`config.mk`:
```
export PLATFORM = sky130hd
export DESIGN_NAME = move_input_ctrl_flat
export DESIGN_NICKNAME = d
export VERILOG_FILES = /design/src/rtl/frogger_pkg.sv /design/src/rtl/move_input_ctrl_if.sv /design/src/rtl/key_conditioner.sv /design/src/rtl/move_input_ctrl.sv /design/src/flat_wrapper.sv
export SDC_FILE = /design/constraint.sdc
export NUM_CORES = 1
export LEC_CHECK = 0
export ABC_CLOCK_PERIOD_IN_PS = 5720
export CAP_MARGIN = 20
export CORE_AREA = 5 5 86 120
export DETAILED_ROUTE_END_ITERATION = 10
export DIE_AREA = 0 0 91 125
export PLACE_DENSITY = 0.59
export SLEW_MARGIN = 20
export SYNTH_ARGS = -nofsm -noshare
export SYNTH_HDL_FRONTEND = slang
export SYNTH_SLANG_ARGS = --single-unit
```
`constraint.sdc`:
```
create_clock -name clk -period 5.72 [get_ports clk]
set_input_delay 1.144 -clock clk [delete_from_list [all_inputs] [get_ports clk]]
set_output_delay 1.144 -clock clk [all_outputs]
set_load 0.01 [all_outputs]
```
`src/rtl/frogger_pkg.sv`:
```
// Shared types and constants for the frog movement input path.
package frogger_pkg;

  typedef enum logic [2:0] {IDLE, ARM, HELD, RPT, REL} btn_state_t;

  localparam int NUM_KEYS = 4;
  localparam int KEY_R    = 0;
  localparam int KEY_L    = 1;
  localparam int KEY_D    = 2;
  localparam int KEY_U    = 3;

  // Width of a counter that must reach max(a,b,c)-1; never below one bit.
  function automatic int cnt_width(int a, int b, int c);
    int m;
    m = a;
    if (b > m) m = b;
    if (c > m) m = c;
    return ($clog2(m) < 1) ? 1 : $clog2(m);
  endfunction

endpackage

```
`src/rtl/move_input_ctrl_if.sv`:
```
// Button/round-event inputs and move-pulse outputs of the input stage.
interface move_input_ctrl_if;

  logic [frogger_pkg::NUM_KEYS-1:0] key_n;
  logic                             winResult;
  logic                             loseResult;
  logic                             L;
  logic                             R;
  logic                             U;
  logic                             D;
  logic                             busy;

  modport master (
    output key_n, winResult, loseResult,
    input  L, R, U, D, busy
  );

  modport slave (
    input  key_n, winResult, loseResult,
    output L, R, U, D, busy
  );

endinterface

```
`src/rtl/key_conditioner.sv`:
```
// One key: 2-flop sync, debounce, press-and-hold auto-repeat, registered pulse p.
module key_conditioner
  import frogger_pkg::*;
#(
  parameter int DEBOUNCE_CYCLES = 4,
  parameter int REPEAT_DELAY    = 64,
  parameter int REPEAT_RATE     = 16
) (
  input  logic clk,
  input  logic reset,
  input  logic key_n,
  input  logic force_rel,
  output logic p
);

  localparam int CW = cnt_width(DEBOUNCE_CYCLES, REPEAT_DELAY, REPEAT_RATE);
  localparam logic [CW-1:0] DB_LAST = CW'(DEBOUNCE_CYCLES - 1);
  localparam logic [CW-1:0] RD_LAST = CW'(REPEAT_DELAY - 1);
  localparam logic [CW-1:0] RR_LAST = CW'(REPEAT_RATE - 1);

  logic          s1, s2, btn_s;
  btn_state_t    state, state_nx;
  logic [CW-1:0] cnt, cnt_nx;
  logic          p_nx;

  // Raw key is active-low; sync flops reset to "released".
  always_ff @(posedge clk or posedge reset) begin
    if (reset) begin
      s1 <= 1'b0;
      s2 <= 1'b0;
    end else begin
      s1 <= ~key_n;
      s2 <= s1;
    end
  end

  assign btn_s = s2;

  always_ff @(posedge clk or posedge reset) begin
    if (reset) begin
      state <= IDLE;
      cnt   <= '0;
      p     <= 1'b0;
    end else begin
      state <= state_nx;
      cnt   <= cnt_nx;
      p     <= p_nx;
    end
  end

  always_comb begin
    state_nx = state;
    cnt_nx   = cnt;
    if (force_rel) begin
      // Round end: a held key must be released and re-pressed to move again.
      state_nx = REL;
      cnt_nx   = '0;
    end else begin
      case (state)
        IDLE: if (btn_s) begin
          state_nx = ARM;
          cnt_nx   = '0;
        end
        ARM: begin
          if (!btn_s)               state_nx = IDLE;
          else if (cnt == DB_LAST) begin
            state_nx = HELD;
            cnt_nx   = '0;
          end else                  cnt_nx   = cnt + CW'(1);
        end
        HELD: begin
          if (!btn_s) begin
            state_nx = REL;
            cnt_nx   = '0;
          end else if (cnt == RD_LAST) begin
            state_nx = RPT;
            cnt_nx   = '0;
          end else cnt_nx = cnt + CW'(1);
        end
        RPT: begin
          if (!btn_s) begin
            state_nx = REL;
            cnt_nx   = '0;
          end else if (cnt == RR_LAST) cnt_nx = '0;
          else                         cnt_nx = cnt + CW'(1);
        end
        REL: begin
          if (btn_s)               cnt_nx = '0;
          else if (cnt == DB_LAST) begin
            state_nx = IDLE;
            cnt_nx   = '0;
          end else                 cnt_nx = cnt + CW'(1);
        end
        default: begin
          state_nx = IDLE;
          cnt_nx   = '0;
        end
      endcase
    end
  end

  always_comb begin
    p_nx = 1'b0;
    if (!force_rel && btn_s) begin
      case (state)
        ARM:     p_nx = (cnt == DB_LAST);
        HELD:    p_nx = (cnt == RD_LAST);
        RPT:     p_nx = (cnt == RR_LAST);
        default: p_nx = 1'b0;
      endcase
    end
  end

endmodule

```
`src/rtl/move_input_ctrl.sv`:
```
// Four key conditioners, drop-on-conflict exclusion, registered move pulses, round-end hold-off.
module move_input_ctrl
  import frogger_pkg::*;
#(
  parameter int DEBOUNCE_CYCLES = 4,
  parameter int REPEAT_DELAY    = 64,
  parameter int REPEAT_RATE     = 16,
  parameter int HOLDOFF         = 32
) (
  input  logic               clk,
  input  logic               reset,
  move_input_ctrl_if.slave   io
);

  localparam int HW = ($clog2(HOLDOFF + 1) < 1) ? 1 : $clog2(HOLDOFF + 1);

  logic [NUM_KEYS-1:0] p;
  logic [NUM_KEYS-1:0] out_q;
  logic [HW-1:0]       hcnt;
  logic                round_end;
  logic                multi;
  logic                blocked;

  assign round_end = io.winResult | io.loseResult;

  for (genvar g = 0; g < NUM_KEYS; g++) begin : g_key
    key_conditioner #(
      .DEBOUNCE_CYCLES (DEBOUNCE_CYCLES),
      .REPEAT_DELAY    (REPEAT_DELAY),
      .REPEAT_RATE     (REPEAT_RATE)
    ) u_key (
      .clk       (clk),
      .reset     (reset),
      .key_n     (io.key_n[g]),
      .force_rel (round_end),
      .p         (p[g])
    );
  end

  // More than one simultaneous pulse is ambiguous: drop it rather than pick one.
  assign multi   = |(p & (p - NUM_KEYS'(1)));
  assign blocked = round_end | (hcnt != '0) | multi;

  always_ff @(posedge clk or posedge reset) begin
    if (reset)               hcnt <= '0;
    else if (round_end)      hcnt <= HW'(HOLDOFF);
    else if (hcnt != '0)     hcnt <= hcnt - HW'(1);
  end

  always_ff @(posedge clk or posedge reset) begin
    if (reset)        out_q <= '0;
    else if (blocked) out_q <= '0;
    else              out_q <= p;
  end

  assign io.R    = out_q[KEY_R];
  assign io.L    = out_q[KEY_L];
  assign io.D    = out_q[KEY_D];
  assign io.U    = out_q[KEY_U];
  assign io.busy = (hcnt != '0);

endmodule

```
`src/flat_wrapper.sv`:
```
// flat-port wrapper written by rule: the top's interface ports become plain ports
module move_input_ctrl_flat import frogger_pkg::*;
#(
  parameter int DEBOUNCE_CYCLES = 4,
  parameter int REPEAT_DELAY    = 64,
  parameter int REPEAT_RATE     = 16,
  parameter int HOLDOFF         = 32
)
  (clk, reset, io_key_n, io_winResult, io_loseResult, io_L, io_R, io_U, io_D, io_busy);
  move_input_ctrl_if io_i ();
  input  logic clk;
  input  logic reset;
  input wire logic [$bits(io_i.key_n)-1:0] io_key_n;
  input wire logic [$bits(io_i.winResult)-1:0] io_winResult;
  input wire logic [$bits(io_i.loseResult)-1:0] io_loseResult;
  output wire logic [$bits(io_i.L)-1:0] io_L;
  output wire logic [$bits(io_i.R)-1:0] io_R;
  output wire logic [$bits(io_i.U)-1:0] io_U;
  output wire logic [$bits(io_i.D)-1:0] io_D;
  output wire logic [$bits(io_i.busy)-1:0] io_busy;
  assign io_i.key_n = io_key_n;
  assign io_i.winResult = io_winResult;
  assign io_i.loseResult = io_loseResult;
  assign io_L = io_i.L;
  assign io_R = io_i.R;
  assign io_U = io_i.U;
  assign io_D = io_i.D;
  assign io_busy = io_i.busy;
  move_input_ctrl #(.DEBOUNCE_CYCLES(DEBOUNCE_CYCLES), .REPEAT_DELAY(REPEAT_DELAY), .REPEAT_RATE(REPEAT_RATE), .HOLDOFF(HOLDOFF)) u_core (.clk(clk), .reset(reset), .io(io_i));
endmodule
```
==> out/summary.txt <==
Post-synth EDFFs - 0
Worst slew pin tran - 933 ps
Row count - 42
Max-cap violations - 0
Synthesized instance count - 396
Fin nets - 412
Residual DRC count - 0
Clk buf depth - 2
Sw Pwr - 0.223 mW
Core outline area - 9200 um^2
Slew Limit Headroom - 0.372
Setup violators final - 0
Largest net degree at the start of global routing - 59
Placed instance area - 3580 um^2
Final total power - 0.980 mW
First-pass GRT wire length - 12700 um
Drt wl/cell - 13.5 um
Worst Path Arrival - 2130 ps
Crit. End Element - output pin
Internal Pwr Total - 0.757 mW
Comb pwr share - 0.063
H-tree levels - 3
Reg power frac - 0.438
Post-synth ARST share - 1.00
Area grow syn2layout - 13.4%
Post-synthesis cell type count - 59
CTS tree - done
Synth Register Bits - 58
Cells after DPL - 498
Vias - 2879
RSZ-0062 raised after global routing - no
Final Util - 0.420
Pins Over Slew Limit - 0
CTS root buf - clkbuf_16
Commonest non-fill, non-tap cells in the layout - 58 x dfrtp_1, 43 x nand2_1, 35 x nor2_1, 26 x a21oi_1, 26 x o21ai_0
DRT iter0 DRCs - 132
Post-CTS setup buffers - 0
Hold Path Class - reg -> reg
Outcome - finished, final reports clean
Hold_buf cts - 0
Yosys warnings - 0
Setup TNS - 0 ps
Setup Skew - 3.94 ps
Antenna cells - 0
Die Ht - 125 um
Worst-path clk slew - 50 ps
Clock Latency Late Sink - 320 ps
Fin worst setup slack - 2450 ps
Worst vdd ir - 175 uV
Vias per Instance - 5.61
Synth Area per Inst - 8.59 um^2
Clock power frac - 0.499
Overflow after GRT - 0
RePlAce Congestion - 0.836
Syn nets - 409
Horiz. Die Dim - 91 um
Setup crit start kind - flop
Fmax achieved - 306 MHz
Switching share of power - 0.227
ANT nets after route - 0
Final Hold Viols - 0
Total track usage - 0.133
Critical Path Fanout Max - 7
Layout cells sized above 1 - 0.0844
DR pass1 iterations - 4
Ys flop type - dfrtp_1
Final WL - 6950 um
Commonest non-fill, non-tap cell in the layout - dfrtp_1
Cts bufs inserted - 9
Pleak - 1.60 nW
DP Worst Slack - 2300 ps
Worst EP required - 4580 ps
# clock sinks - 58
# IOs - 13
Post-CTS sizing - 0
Fill cells - 901
Initial antenna violation count - 0
Layout Cells excl Fill - 513
Final hold slack - 344 ps
Setup CP Type - reg -> out
PD cells - 254 nW/um^2
Sequential share of the synthesized area - 0.426
Hpwl dp - 4700 um
Synth Cell Area - 3400 um^2
DIE AREA - 11400 um^2
Minimum clock period - 3270 ps
Period Utilization, post-route - 0.572
Final instance area - 3860 um^2
Starting Density - 0.370
IO Port Bufs - 12
Vias in the first global route - 2800
==> synthesized netlist by cell type, types with 4 or more instances <==
cell / n / area [um^2]
nand3_1: 18 / 90.1
nor3_1: 13 / 65.1
clkbuf_1: 18 / 67.6
a21oi_1: 26 / 130
nand2_1: 43 / 161
ha_1: 5 / 62.6
or3_1: 7 / 43.8
or4_1: 5 / 37.5
o211ai_1: 5 / 37.5
or2_2: 5 / 31.3
nor2b_1: 9 / 56.3
inv_1: 15 / 56.3
and3_1: 6 / 37.5
o21ai_0: 26 / 130
nor3b_1: 5 / 37.5
a31oi_1: 4 / 25.0
nor2_1: 35 / 131
a21o_1: 5 / 37.5
a211oi_1: 4 / 30.0
xnor2_1: 5 / 43.8
nand2b_1: 12 / 75.1
nor4_1: 7 / 43.8
dfrtp_1: 58 / 1450
and2_1: 6 / 37.5
==> path summary, 6_finish.rpt <==
check,start,end,slack (ps),cells past startpoint
setup / recovery,u_core.hcnt[0],io_busy,2450,5
hold / removal,u_core.g_key[1].u_key.s1,u_core.g_key[1].u_key.btn_s,340,0
setup reg to reg,u_core.g_key[3].u_key.cnt[0],u_core.g_key[3].u_key.cnt[0],3370,7
hold reg to reg,u_core.g_key[1].u_key.s1,u_core.g_key[1].u_key.btn_s,340,0
max in group asynchronous,reset,u_core.out_q[1],3890,3
min in group asynchronous,reset,u_core.g_key[1].u_key.state[1],1360,3
==> power groups by stage <==
stage	logic, mW	registers [mW]	clock network, mW
2_1_floorplan	0.0479	0.432	0
3_3_place_gp	0.0618	0.436	0
6_report	0.0617	0.430	0.488
5_1_grt	0.0717	0.431	0.528
4_1_cts	0.0629	0.429	0.505
3_5_place_dp	0.0626	0.436	0
==> cell type report <==
cell class	instances	area, um^2	share of cell area
inverter	15	56.3	0.0146
clock inverter	3	15.0	0.00389
tap	110	138	0.0357
sequential	58	1450	0.376
timing repair buffer	16	150	0.0389
multi-input combinational	299	1790	0.464
clock buffer	12	256	0.0665
==> worst max-delay path, cell delays in order, from the launching register on <==
cell             delay [ps]
dfrtp_1                 400
inv_1                    90
ha_1                    200
nand2_1                 100
or3_1                   470
clkdlybuf4s50_1         540
==> per-layer routing <==
layer	share of wire	global-route usage
met4	0.015	0.0579
met2	0.49	0.213
met1	0.46	0.163
met5	0	0
met3	0.034	0.0433
==> cell families after synthesis <==
group | count (synthesis) | synth area share
compound gates | 101 | 0.196
buf+inv | 39 | 0.0489
flops | 58 | 0.426
fa+ha+maj | 6 | 0.0213
mux | 3 | 0.00993
simple gates | 184 | 0.284
xor+xnor | 5 | 0.0129
==> flip-flops by register name (all words and copies together), names as in the netlist <==
signal	count
u_core.g_key.u_key.cnt	24
u_core.hcnt	6
u_core.g_key.u_key.s1	4
u_core.g_key.u_key.p	4
u_core.g_key.u_key.state	12
u_core.g_key.u_key.btn_s	4
u_core.out_q	4
Note: power is estimated with default switching activity, not from simulation.
